## src/rtl/pmu_sleep_sequencer.sv

```systemverilog
// Sleep-request sequencer between SoC requesters and the PMU wakeup/power-gating block.
// Ports: clk_i/rstn_i; req_valid_i/req_ready_o/req_msec_i/req_mode_i (per requester);
//        done_valid_o/done_err_o (completion); wen_o/reg_* (wakeup block regs); rstn_pg_i; busy_o.
module pmu_sleep_sequencer #(
  parameter int NREQ         = 2,
  parameter int ACK_TIMEOUT  = 64,
  parameter int MIN_SLEEP_MS = 1
) (
  input  logic                 clk_i,
  input  logic                 rstn_i,
  input  logic [NREQ-1:0]      req_valid_i,
  output logic [NREQ-1:0]      req_ready_o,
  input  logic [NREQ*32-1:0]   req_msec_i,
  input  logic [NREQ*4-1:0]    req_mode_i,
  output logic [NREQ-1:0]      done_valid_o,
  output logic                 done_err_o,
  output logic                 wen_o,
  output logic [31:0]          reg_scratch_o,
  output logic [31:0]          reg_pmu_mode_o,
  output logic                 reg_pmu_en_o,
  input  logic                 rstn_pg_i,
  output logic                 busy_o
);

  localparam int OW = (NREQ > 1) ? $clog2(NREQ) : 1;
  localparam int CW = $clog2(ACK_TIMEOUT) + 1;

  typedef enum logic [2:0] {
    IDLE, GRANT, WRITE, WAIT_SLEEP, SLEEPING, DONE, ERR
  } state_t;

  state_t          state_q, state_d;
  logic [OW-1:0]   owner_q;
  logic [31:0]     msec_q;
  logic [3:0]      mode_q;
  logic [CW-1:0]   cnt_q;

  logic [OW-1:0]   sel_idx;
  logic [31:0]     sel_msec;
  logic [3:0]      sel_mode;
  logic            any_req;
  logic            latch_req;
  logic            load_out;
  logic            cnt_clr;
  logic            cnt_inc;

  // Fixed-priority select: scan downward so the lowest active index wins.
  always_comb begin
    sel_idx  = '0;
    sel_msec = '0;
    sel_mode = '0;
    any_req  = |req_valid_i;
    for (int i = NREQ - 1; i >= 0; i--) begin
      if (req_valid_i[i]) begin
        sel_idx  = OW'(i);
        sel_msec = req_msec_i[i*32 +: 32];
        sel_mode = req_mode_i[i*4 +: 4];
      end
    end
  end

  always_comb begin
    state_d      = state_q;
    req_ready_o  = '0;
    done_valid_o = '0;
    done_err_o   = 1'b0;
    wen_o        = 1'b0;
    reg_pmu_en_o = 1'b0;
    busy_o       = (state_q != IDLE);
    latch_req    = 1'b0;
    load_out     = 1'b0;
    cnt_clr      = 1'b0;
    cnt_inc      = 1'b0;
    case (state_q)
      IDLE: begin
        // rstn_pg_i is deliberately not looked at here: a low level while idle is spurious.
        if (any_req) begin
          req_ready_o = NREQ'(1) << sel_idx;
          latch_req   = 1'b1;
          state_d     = GRANT;
        end
      end
      GRANT: begin
        reg_pmu_en_o = 1'b1;
        load_out     = 1'b1;  // data regs become valid together with the WRITE strobe
        state_d      = WRITE;
      end
      WRITE: begin
        reg_pmu_en_o = 1'b1;
        wen_o        = 1'b1;
        cnt_clr      = 1'b1;
        state_d      = WAIT_SLEEP;
      end
      WAIT_SLEEP: begin
        reg_pmu_en_o = 1'b1;
        if (!rstn_pg_i) begin
          state_d = SLEEPING;
        end else begin
          cnt_inc = 1'b1;
          // Compare the incremented value so ERR lands ACK_TIMEOUT cycles after WRITE.
          if (cnt_q + CW'(1) == CW'(ACK_TIMEOUT - 1)) state_d = ERR;
        end
      end
      SLEEPING: begin
        reg_pmu_en_o = 1'b1;
        if (rstn_pg_i) state_d = DONE;
      end
      DONE: begin
        done_valid_o = NREQ'(1) << owner_q;
        state_d      = IDLE;
      end
      ERR: begin
        done_valid_o = NREQ'(1) << owner_q;
        done_err_o   = 1'b1;
        state_d      = IDLE;
      end
      default: state_d = IDLE;
    endcase
  end

  always_ff @(posedge clk_i or negedge rstn_i) begin
    if (!rstn_i) begin
      state_q        <= IDLE;
      owner_q        <= '0;
      msec_q         <= '0;
      mode_q         <= '0;
      cnt_q          <= '0;
      reg_scratch_o  <= '0;
      reg_pmu_mode_o <= '0;
    end else begin
      state_q <= state_d;
      if (latch_req) begin
        owner_q <= sel_idx;
        msec_q  <= (sel_msec < 32'(MIN_SLEEP_MS)) ? 32'(MIN_SLEEP_MS) : sel_msec;
        mode_q  <= sel_mode;
      end
      if (cnt_clr)      cnt_q <= '0;
      else if (cnt_inc) cnt_q <= cnt_q + CW'(1);
      // Held between writes so the wakeup block always sees the last programmed values.
      if (load_out) begin
        reg_scratch_o  <= msec_q;
        reg_pmu_mode_o <= {28'b0, mode_q};
      end
    end
  end

endmodule

```

## config.mk

```make
export PLATFORM = sky130hd
export DESIGN_NAME = pmu_sleep_sequencer
export DESIGN_NICKNAME = d
export VERILOG_FILES = /design/src/rtl/pmu_sleep_sequencer.sv
export SDC_FILE = /design/constraint.sdc
export NUM_CORES = 1
export LEC_CHECK = 0
export ABC_CLOCK_PERIOD_IN_PS = 4500
export BUFFER_PORTS_ARGS = -buffer_cell sky130_fd_sc_hd__buf_2
export CORE_AREA = 4 4 99 101
export CTS_BUF_LIST = sky130_fd_sc_hd__clkbuf_8
export DETAILED_ROUTE_END_ITERATION = 16
export DIE_AREA = 0 0 103 105
export PLACE_DENSITY = 0.78
export SLEW_MARGIN = 20
export SYNTH_ARGS = -nofsm -noshare
export SYNTH_HDL_FRONTEND = slang
export SYNTH_SLANG_ARGS = --single-unit
```

## constraint.sdc

```tcl
create_clock -name clk_i -period 4.5 [get_ports clk_i]
set_input_delay 0.45 -clock clk_i [delete_from_list [all_inputs] [get_ports clk_i]]
set_output_delay 0.45 -clock clk_i [all_outputs]
set_load 0.02 [all_outputs]
```

---- Word-level counts from Yosys, hierarchy flattened ----
Index checks and enable logic that the tools add are counted.
word-level totals
  flip-flop bits (word level) ............. 83
  logic and storage cells ................. 53
cells by class
  $add $sub $neg .......................... 1
  magnitude comparators ................... 1
  equal/unequal tests ..................... 10
  shift operators ......................... 2
  muxes and demuxes ....................... 25
  reductions and logical operators ........ 7
operators by type and width
  cell                   count
  $mux W32               3
  $lt A32 B1 Y1 const B  1
  $pmux W3 S5            1
  $mux W7                2
  $mux W3                4
  $mux W1                10
  $eq A3 B3 Y1 const B   3
  $mux W4                2
  $add A7 B1 Y7 const B  1
  $eq A7 B6 Y1 const B   1
  $eq A3 B2 Y1 const B   2
  $mux W2                3
  $ne A2 B2 Y1 const B   2
  $reduce_or A2 Y1       2
  $reduce_or A4 Y1       1
  $shl A1 B1 Y2 const A  2
  $eq A3 B1 Y1 const B   1
  $logic_not A3 Y1       1
  $ne A3 B3 Y1 const B   1
  $reduce_and A3 Y1      1
  $reduce_bool A3 Y1     1
  $reduce_bool A2 Y1     1

---- Depth between registers and ports, before layout ----
  depth in word-level cells ............... 5
  gate-level depth with buffers ........... 7
  depth with buffers taken out ............ 6

---- Worst setup path before layout ----
Ideal clock, no wire load.
  path type ............................... register to register
  from .................................... reg cnt_q[0]
  to ...................................... reg state_q[2]
  library setup time ...................... 66 ps
  arrival time ............................ 1564 ps
  required time ........................... 4434 ps
  path slack .............................. 2871 ps
  cell stages (with the launch flop) ...... 7
  buffers on the path ..................... 0
  clock period less this slack ............ 1629 ps
  cell sequence ........................... dfrtp_1 -> ha_1 -> a21oi_2 -> nor2_1 -> o32a_1 -> o31ai_2 -> a31o_1
on the way
  cells in the longest elaborated chain, start to end .. 4
RTL lines
  item                         line  RTL
  start, declared              36    logic [CW-1:0] cnt_q;
  start signal, assigned       138   else if (cnt_inc) cnt_q <= cnt_q + CW'(1);
  $add A7 B1 Y7                101   if (cnt_q + CW'(1) == CW'(ACK_TIMEOUT - 1)) state_d = ERR;
  $eq A7 B6 Y1                 101
  $ne A3 B3 Y1 (no line)       n/a
  $reduce_and A3 Y1 (no line)  n/a
  end signal, assigned         131   state_q <= state_d;
  end, declared                32    state_t state_q, state_d;
Every way passes these cells.
A chain may end at the register's enable or synchronous reset.

---- Worst setup path in the final report ----
  from .................................... reg state_q[0]
  to ...................................... out req_ready_o[0]
on the way
  cells in the longest elaborated chain, start to end .. 2
RTL lines
  item              line  RTL
  $logic_not A3 Y1  74    case (state_q)
  $mux W2           74
  end, declared     12    output logic [NREQ-1:0] req_ready_o,
Every way passes these cells.

==> metrics.md <==
| Metric | Value |
|---|---|
| CTS tree | built |
| Fraction of layout cells with a size suffix above 1 | 28.7% |
| Initial antenna violation count | 0 |
| Reg clk slew, reported paths | 80 ps |
| Library cells used by synthesis | 41 |
| Fin nets | 603 |
| Die Wd | 103 µm |
| Initial DRC count | 281 |
| Hold WC Path Type | in2async |
| Later-pin clock latency in the skew report | 350 ps |
| Post-synth EDFFs | 0 |
| Post-Syn Instances | 420 |
| Worst relative slew slack | 41.1% |
| Most frequent cells in the layout | 119 x buf_2, 83 x dfrtp_1, 37 x nor2b_1 |
| FF+latch area | 0.00208 mm² |
| RSZ-0062 raised after global routing | no |
| Yosys reg bits | 83 |
| DRT met1 WL | 4570 µm |
| DR DRC count | 0 |
| Finished Layout Cells | 640 |
| Num CTS Buffers | 9 |
| Total gr overflow | 0 |
| Placed cell count | 624 |
| Critical Path RT | 4050 ps |
| Largest net degree at the start of global routing | 84 |
| Average wire per standard cell | 17.7 µm |
| Drt pass-1 iters | 5 |
| RR Startpoint | state_q[0] |
| Resize count post-CTS | 0 |
| Data arrival, critical path | 2080 ps |
| Filler Cells Inserted | 771 |
| Htree depth | 3 |
| Crit path kind | reg2out |
| Synth Flop Type | dfrtp_1 |
| DP HPWL | 7930 µm |
| Max-Cap Viols | 0 |
| Core Region | 0.00902 mm² |
| CTS Sinks | 83 |
| Leak | 2.22 nW |
| Row Count | 35 |
| Longest Clk Path Bufs | 2 |
| CP endpoint kind | output pin |
| Final setup fails | 0 |
| Status | completed |
| Io pins | 149 |
| Async S/R FF share, synth | 100% |
| Synthesized area | 0.00437 mm² |
| Startpoint Class | flop |
| Clock Skews | 11.5 ps |
| GRT Total Usage | 21.0% |
| Ant. Diodes | 0 |
| Hold buffers post-CTS | 0 |
| IO buf count | 120 |
| Tmin final | 2530 ps |
| Setup bufs post-CTS | 0 |
| CP startpoint | state_q[0] |
| WL met3 | 829 µm |
| Hold Vio Cnt, Final | 0 |
| Detailed-route via count | 3,737 |
| Detail Route Antenna Nets | 0 |
| VDD IR max | 308 µV |
| Yosys warns | 0 |
| Drt via density | 5.84 |
| Synth Area per Inst | 10.4 µm² |
| Pins Over Slew Limit | 0 |
| Multi-input gate area | 0.00197 mm² |
| Commonest non-fill, non-tap cell in the layout | buf_2 |
| Full die area | 0.0108 mm² |
| Slew @ Worst Pin | 879 ps |
| Highest Signal Layer | met4 |
| Final RePlAce weighted congestion | 0.855 |
| Wire length of the first global-routing pass | 17,900 µm |
| Met2 wire len | 5680 µm |
| Fin Setup TNS | 0 ps |
| Power per cell area | 691 mW/mm² |
| Initial Utilization | 48.4% |
| Sequential area share after synthesis | 47.6% |
| Final Cycle Share | 56.1% |
| Die height | 105 µm |
| Final WL | 11,400 µm |
| Max Fanout on Critical Path | 21 |
| Vias in the first global route | 3,656 |
| Fmax | 0.396 GHz |
| Area grow syn2layout | 15.8% |
| Clock root buffer | clkbuf_8 |
-- kinds of logic after synthesis --
family / after synthesis / share of synthesized area, %
AND/OR/NAND/NOR: 101 / 13.2
XOR/XNOR: 4 / 0.803
flip-flops: 83 / 47.6
buffers and inverters: 66 / 9.97
adder cells (fa/ha/maj): 2 / 0.573
multiplexers: 37 / 9.52
AO/OA/AOI/OAI: 126 / 18.2
other: 1 / 0.0859
-- metrics by stage --
stage	total power, mW	hold WS (ps)	area [µm²]	utilization [%]	setup slack (ps)
6_report	3.49	126	5060	56.0	1970
2_1_floorplan	2.55	154	4470	-	2870
3_3_place_gp	2.88	462	4850	53.8	2170
4_1_cts	3.51	308	5050	56.0	1970
5_1_grt	3.76	179	5060	56.0	1840
3_5_place_dp	2.96	470	4850	53.8	2120
-- cells in the mapped netlist, drive strengths merged, types with 2 or more instances --
library cell  number  area share, %
a21oi              2           0.32
a22oi             35            6.0
a31oi             36            5.2
and2               2           0.29
buf               50            8.5
clkbuf             9           0.77
dfrtp             83             48
ha                 2           0.57
inv                7           0.66
mux2              36            9.3
nand2              7           0.60
nand2b             3           0.43
nand3              7           0.80
nand4              4           0.57
nor2              13            1.1
nor2b             37            5.3
nor3               6           0.80
nor3b              2           0.34
nor4              16            2.3
o21ai             46            5.3
o31ai              3           0.63
xnor2              3           0.60
-- power by group --
| part | internal (mW) | total (mW) | leakage, nW | switching (mW) |
|---|---|---|---|---|
| combinational | 0.674 | 1.57 | 1.15 | 0.894 |
| clock | 0.272 | 0.546 | 0.104 | 0.274 |
| sequential | 1.12 | 1.38 | 0.966 | 0.264 |
| total | 2.06 | 3.49 | 2.22 | 1.43 |
-- critical path, cell delays in order, from the launching register on --
cell and delay [ps]:
dfrtp_1 510, nor3_4 230, and2_1 680, buf_2 300
-- worst paths after layout --
path,depth (start not counted),slack [ps],endpoint
min,1,130,reg_scratch_o[6]
min reg2reg,1,480,reg_scratch_o[3]
max in group asynchronous,1,3840,cnt_q[1]
min in group clk_i,3,340,mode_q[3]
max,3,1970,req_ready_o[0]
max reg2reg,3,2170,reg_scratch_o[14]
-- metal layers --
| layer | vias up | global-route usage [%] |
|---|---|---|
| met5 | - | 0 |
| met4 | 0 | 8.97 |
| met3 | 27 | 4.01 |
| met2 | 165 | 34.2 |
| met1 | 1852 | 27.0 |
| li1 | 1693 | - |
-- area by class of cell --
class | instances | area share [%]
tap | 111 | 2.75
inverter | 7 | 0.569
clock inverter | 6 | 1.26
timing repair buffer | 125 | 12.7
multi-input combinational | 298 | 38.9
sequential | 83 | 41.1
clock buffer | 10 | 2.72
-- registers in the layout, summed over array words and instances, names as in the netlist --
| signal | flops |
|---|---|
| msec_q | 32 |
| reg_scratch_o | 32 |
| cnt_q | 7 |
| mode_q | 4 |
| reg_pmu_mode_o | 4 |
| state_q | 3 |
| owner_q | 1 |
Note: power is estimated with default switching activity, not from simulation.
